File: src/rtl/fifo_rd_stream.sv
// Read-domain consumer for the async FIFO: pops words and presents them as a
// registered valid/ready stream through a 2-entry skid buffer, counting deliveries.
//
// state | meaning
// EMPTY | no word held, m_valid=0
// ONE   | head word on m_data, skid register unused
// FULL  | head word on m_data plus one word waiting in the skid register
module fifo_rd_stream #(
    parameter int DSIZE = 8,
    parameter int CNTW  = 16
) (
    input  logic             rclk,
    input  logic             rrst,
    input  logic             enable,
    input  logic [DSIZE-1:0] fifo_rdata,
    input  logic             fifo_rempty,
    output logic             fifo_rinc,
    output logic [DSIZE-1:0] m_data,
    output logic             m_valid,
    input  logic             m_ready,
    output logic [CNTW-1:0]  rd_count
);

    typedef enum logic [1:0] {
        EMPTY = 2'd0,
        ONE   = 2'd1,
        FULL  = 2'd2
    } occ_t;

    occ_t             occ;
    logic [DSIZE-1:0] skid;
    logic             push;
    logic             pop;

    // Pop decision uses only registered occupancy, keeping m_ready off this path.
    assign fifo_rinc = !rrst && enable && !fifo_rempty && (occ != FULL);
    assign push      = fifo_rinc;
    assign pop       = m_valid && m_ready;

    always_ff @(posedge rclk) begin
        if (rrst) begin
            occ      <= EMPTY;
            m_valid  <= 1'b0;
            m_data   <= '0;
            skid     <= '0;
            rd_count <= '0;
        end else begin
            if (pop) begin
                rd_count <= rd_count + CNTW'(1);
            end
            unique case (occ)
                EMPTY: begin
                    if (push) begin
                        m_data  <= fifo_rdata;
                        m_valid <= 1'b1;
                        occ     <= ONE;
                    end
                end
                ONE: begin
                    if (push && !pop) begin
                        skid <= fifo_rdata;
                        occ  <= FULL;
                    end else if (pop && !push) begin
                        m_valid <= 1'b0;
                        occ     <= EMPTY;
                    end else if (push && pop) begin
                        m_data <= fifo_rdata;
                    end
                end
                FULL: begin
                    if (pop) begin
                        m_data <= skid;
                        occ    <= ONE;
                    end
                end
                default: begin
                    m_valid <= 1'b0;
                    occ     <= EMPTY;
                end
            endcase
        end
    end

endmodule

File: config.mk
export PLATFORM = sky130hd
export DESIGN_NAME = fifo_rd_stream
export DESIGN_NICKNAME = d
export VERILOG_FILES = /design/src/rtl/fifo_rd_stream.sv
export SDC_FILE = /design/constraint.sdc
export NUM_CORES = 1
export LEC_CHECK = 0
export ABC_AREA = 1
export BUFFER_PORTS_ARGS = -buffer_cell sky130_fd_sc_hd__buf_2
export CAP_MARGIN = 15
export CORE_ASPECT_RATIO = 0.5
export CORE_UTILIZATION = 48
export CTS_CLUSTER_DIAMETER = 50
export DETAILED_ROUTE_END_ITERATION = 8
export MAX_ROUTING_LAYER = met4
export PLACE_DENSITY = 0.87
export SLEW_MARGIN = 20
export SYNTH_ARGS = -nofsm -noshare
export SYNTH_HDL_FRONTEND = slang
export SYNTH_SLANG_ARGS = --single-unit
File: constraint.sdc
create_clock -name rclk -period 1.6 [get_ports rclk]
set_input_delay 0.24 -clock rclk [delete_from_list [all_inputs] [get_ports rclk]]
set_output_delay 0.24 -clock rclk [all_outputs]
set_load 0.05 [all_outputs]
== Word-level counts from Yosys, hierarchy flattened ==
Index checks and enable logic that the tools add are counted.
Storage, ports and cells
  output and inout port bits: 26
  logic and storage cells: 49
  bits in registers: 35
  bits of input ports: 13
Cells by class
  equal/unequal tests: 10
  add/subtract/negate cells: 1
  bitwise operators: 1
  reduce and logical (&&, ||, !) cells: 17
  mux-type cells: 15
Operators by type and width (count)
  2-to-1 mux 8 bit: 5
  one-hot mux 8 bit (3 select lines): 1
  adder 16 x 1 -> 16 bit, second input constant: 1
  != test 2 bit, second input constant: 7
  2-to-1 mux 2 bit: 4
  logical AND 1 bit: 7
  one-hot mux 2 bit (3 select lines): 1
  AND reduction 6 bit: 1
  zero test 1 bit: 4
  AND reduction 4 bit: 1
  2-to-1 mux 1 bit: 3
  != test 3 bit, second input constant: 1
  one-hot mux 1 bit (3 select lines): 1
  AND reduction 3 bit: 1
  nonzero test 3 bit: 1
  == test 2 x 1 -> 1 bit, second input constant: 1
  == test 2 bit, second input constant: 1
  zero test 2 bit: 1
  AND reduction 2 bit: 1
  NOT 1 bit: 1

== Longest topological paths before layout ==
  depth in word-level cells: 9
  mapped depth: 13

== Least setup slack after synthesis ==
OpenSTA, ideal clock, no wires.
  path type: register -> register
  start: reg occ[1]
  end: reg m_data[0]
  slack: -0.695 ns
  data arrival time: 2.183 ns
  path buffers: 1
  cell stages (with the launch flop): 13
  data required time: 1.487 ns
  setup time: 0.113 ns
  path through: dfxtp_1 -> inv_2 -> nor2_4 -> nor2_1 -> inv_1 -> ha_1 -> nor2_1 -> nand2_1 -> nand2_1 -> nand3_4 -> buf_4 -> nor2_1 -> nor2_1
On the way
  word-level cells in the longest chain between the ends: 6
  elaborated cells on any way between the ends: 17
  those cells by class: eq/ne (8); mux (1); reduce/logical (8)
RTL lines
  from (decl): line 30  | occ_t occ;
  from (signal assigned): line 42  | occ <= EMPTY;
  from (signal assigned): line 56  | occ <= ONE;
  from (signal assigned): line 62  | occ <= FULL;
  != test 2 bit (*): line 36  | assign fifo_rinc = !rrst && enable && !fifo_rempty && (occ != FULL);
  logical AND 1 bit (*): line 36
  named net fifo_rinc: line 17  | output logic fifo_rinc,
  zero test 1 bit: line 63  | end else if (pop && !push) begin
  logical AND 1 bit: line 63
  != test 2 bit (no source line)
  AND reduction 6 bit (no source line) (*)
  to (signal assigned): line 54  | m_data <= fifo_rdata;
  to (signal assigned): line 67  | m_data <= fifo_rdata;
  to (signal assigned): line 72  | m_data <= skid;
  to (decl): line 18  | output logic [DSIZE-1:0] m_data,
Mark *: on every way through the listed nets, which the timed path passes. The rest lies on a longest branch.
A chain may end at the register's enable or synchronous reset.

== Final worst setup path ==
  start: reg occ[1]
  end: reg m_data[1]
On the way
  word-level cells in the longest chain between the ends: 6
  elaborated cells on any way between the ends: 17
  those cells by class: eq/ne (8); mux (1); reduce/logical (8)
RTL lines (line)
  != test 2 bit: 36
  logical AND 1 bit: 36
  zero test 1 bit: 63
  logical AND 1 bit: 63
  != test 2 bit (no source line)
  AND reduction 6 bit (no source line)
Parallel ways exist; a longest one is shown, timed or not.

==> metrics.md <==
| Metric | Value |
|---|---|
| Hold WC Path Type | input pin to flop |
| Static Leak | 0.9742 nW |
| Top delay family on crit path | simple AND/OR/NAND/NOR gates |
| 1st-iter DRT viols | 60 |
| Layout area overhead | 24.74% |
| Layout Utilization | 66.65% |
| Top-count cell post-synth | nand2_1 |
| Die Ht | 44.01 µm |
| Inserted Diodes | 0 |
| Logic gate share of total power | 21.8% |
| Post-synthesis compound-gate area fraction | 13.29% |
| Clk pwr share | 33.2% |
| Routed vias | 1693 |
| Post-synth cell types | 22 |
| Vias in the first global route | 1387 |
| Worst-Margin Slew | 0.3007 ns |
| Int Power | 1.448 mW |
| Bufs on Longest Clock Path | 2 |
| Worst reg2reg endpoint | m_data[1] |
| Mean Syn Cell Area | 6.777 µm² |
| Main combinational cell family by area after synthesis | simple AND/OR/NAND/NOR gates |
| Clock transition at path regs | 0.07 ns |
| VDD IR max | 532.9 µV |
| Most numerous cell on the critical path | nand2_1 |
| Mean routed wirelength per cell | 10.91 µm |
| Fin crit share | 91.63% |
| Post-route ant nets | 0 |
| Synth area leaders | dfxtp_1, nand2_1, nor2_1 |
| Sw Ratio | 31.99% |
| Crit path time final | 1.466 ns |
| HPWL Detailed | 2588 µm |
| Final setup violation count | 0 |
| Final worst slack | 0.1338 ns |
| Yosys top cell by area | dfxtp_1 |
| Simple-Gate Fraction of Synth Area | 32.50% |
| Routability cong. | 0.8162 |
| Latest clock arrival within the worst-skew pair | 0.29 ns |
| Post-Synthesis Cells | 250 |
| Bufs and invs on worst path | 2 |
| Detailed-route vias per instance | 4.907 |
| Top cell type's share of synthesized area | 41.36% |
| Max frequency | 682.1 MHz |
| Post-cts hold buffer count | 0 |
| Final #Nets | 313 |
| Asr flop ratio synth | 0% |
| Final Slew Violations | 0 |
| Worst flop-to-flop path startpoint | occ[1] |
| Main flop type after synthesis | dfxtp_1 |
| Post-Synth XOR/XNOR Area | 0% |
| Gr usage total | 21.19% |
| Synth Net Count | 267 |
| CTS root buf | clkbuf_8 |
| Adder-Cell Fraction of Synth Area | 2.954% |
| Starting density of the core | 53.43% |
| R2R setup slack | 0.13 ns |
| Die area | 0.003786 mm² |
| Ys Warns | 0 |
| Synth top cells by count | nand2_1, nor2_1, dfxtp_1 |
| Clock Sink Count | 35 |
| Crit path max fanout | 8 |
| Yosys reg bits | 35 |
| Critical path arrival | 1.70 ns |
| Synth Cell Area | 0.001694 mm² |
| Dpl cells | 334 |
| DRC | 0 |
| Crit-path max cell delay | 0.33 ns |
| Power Dens Cells | 1007 mW/mm² |
| Seq pwr share | 45.0% |
| Final cell count without fillers | 345 |
| Hold WS | 0.2333 ns |
| CTS H-tree lvls | 2 |
| Outcome | finished, final reports clean |
| Die width | 86.02 µm |
| Core area | 0.003171 mm² |
| I/O pins | 39 |
| Hold EP | m_valid |
| Post-synth EDFFs | 0 |
| Sequential cell area fraction in the yosys report | 41.36% |
| Max-cap violation count | 0 |
| Post-place setup slack | 0.002453 ns |
| Pin count of the biggest net entering global routing | 32 |
| Final WL | 3764 µm |
| Switching Power | 0.6810 mW |
| CP Cell Sequence | inv_4 -> nor2_4 -> nor2_4 -> inv_1 -> ha_2 -> nor2_2 -> nand2_1 -> nand2_2 -> nand3_4 -> nand2_1 -> nand2_1 -> nor2_2 |
| Worst hold stages | 3 |
| CTS tree | yes |
| Critical setup path kind | flop to flop |
| CP Capture Type | flop |
| TritonCTS buffer count | 5 |
| CP max stage cell | dfxtp_2 |
| Max transition margin | 79.95% |
| Initial antenna violation count | 0 |
| Global-route wire length before repair | 5878 µm |
| Clock Skew | 0.001232 ns |
| Placement Rows | 14 |
| TritonRoute pass-1 iters | 7 |
| GRT Residual Overflow | 0 |
| R2R depth | 12 |
| Final hold violations | 0 |
| Multiplexer share of the synthesized area | 0% |
| Final Power | 2.129 mW |
| Critical Path RT | 1.83 ns |
| Worst setup SP type | flop |
| I/O Buffers | 38 |
| Hold Startpoint | enable |
| Share of layout cells above drive strength 1 | 27.61% |
-- tightest hold or removal path, cell delays in order --
cell	delay [ns]
buf_2	0.11
nand4_1	0.08
a21oi_1	0.06
-- power by group through the flow --
stage / Clock [mW] / Combinational (mW) / Sequential (mW)
after CTS: 0.721 / 0.437 / 0.957
after global routing: 0.758 / 0.507 / 0.963
final: 0.706 / 0.464 / 0.959
after floorplan: 0 / 0.203 / 1.11
after global placement: 0 / 0.419 / 0.975
after detailed placement: 0 / 0.434 / 0.975
-- worst max-delay path by stage --
stage,start,endpoint,slack (ns),depth (start not counted)
after CTS,occ[1],m_data[1],0.06,11
after global routing,m_valid,m_data[4],-0.01,11
after global placement,fifo_rempty,m_data[5],0.09,12
after floorplan,occ[1],m_data[0],-0.07,12
final,occ[1],m_data[1],0.13,12
after detailed placement,fifo_rempty,m_data[2],0.002,13
-- metal layers --
metal | global-route usage (%) | wire length, µm | share of wire (%)
met1 | 24.77 | 1725 | 46
met2 | 34.92 | 1839 | 49
met3 | 6.716 | 158 | 4.2
met4 | 8.000 | 40 | 1.1
met5 | - | 0 | 0
-- sequential cells by signal, summed over array words and instances, names as in the netlist --
name,cells
m_data,8
m_valid,1
skid,8
rd_count,16
occ,2
-- cell type report --
cell class	count	area, µm²
inverter	36	137.6
clock buffer	8	100.1
fill	265	1057
tap	48	60.06
timing repair buffer	44	235.2
sequential	35	709.4
multi-input combinational	174	870.8
-- repair_timing --
| item | CTS | global route |
|---|---|---|
| endpoints found under the setup margin | 0 | 8 |
| gates resized for setup | 0 | 8 |
| endpoints found under the hold margin | 0 | 0 |
| setup buffers | 0 | 2 |
-- cell families (layout without fill, tap and decap cells) --
logic type | count (synthesis) | in the layout
compound gates | 44 | 44
fa+ha+maj | 4 | 4
buf+inv | 42 | 88
flops | 35 | 35
simple gates | 125 | 126
-- metrics by stage --
stage	setup TNS, ns	instance area [µm²]
after CTS	0	2066
after global routing	-0.01078	2113
after floorplan	-0.5694	1722
after detailed placement	0	1966
final	0	2113
after global placement	0	1966
-- cell usage in the layout (no fill, tap or decap) --
cell type,Yosys,final
nand2_1,56,54
nor2_1,46,43
buf_2,2,38
inv_1,32,31
dfxtp_1,35,30
a21oi_1,19,19
o21ai_0,14,14
o21ai_1,9,9
nand2_2,5,7
nand3_1,8,7
clkbuf_8,0,7
buf_4,2,6
nor2_4,4,5
inv_2,4,4
dfxtp_2,0,4
nor2_2,1,3
nand3_2,1,2
nand4_1,2,2
nand3_4,1,2
ha_1,4,2
ha_2,0,2
inv_4,0,1
o21a_1,1,1
nor3_1,1,1
o21bai_1,1,1
clkbuf_1,2,1
dfxtp_4,0,1
No activity file was read; power rests on OpenSTA's default activity.
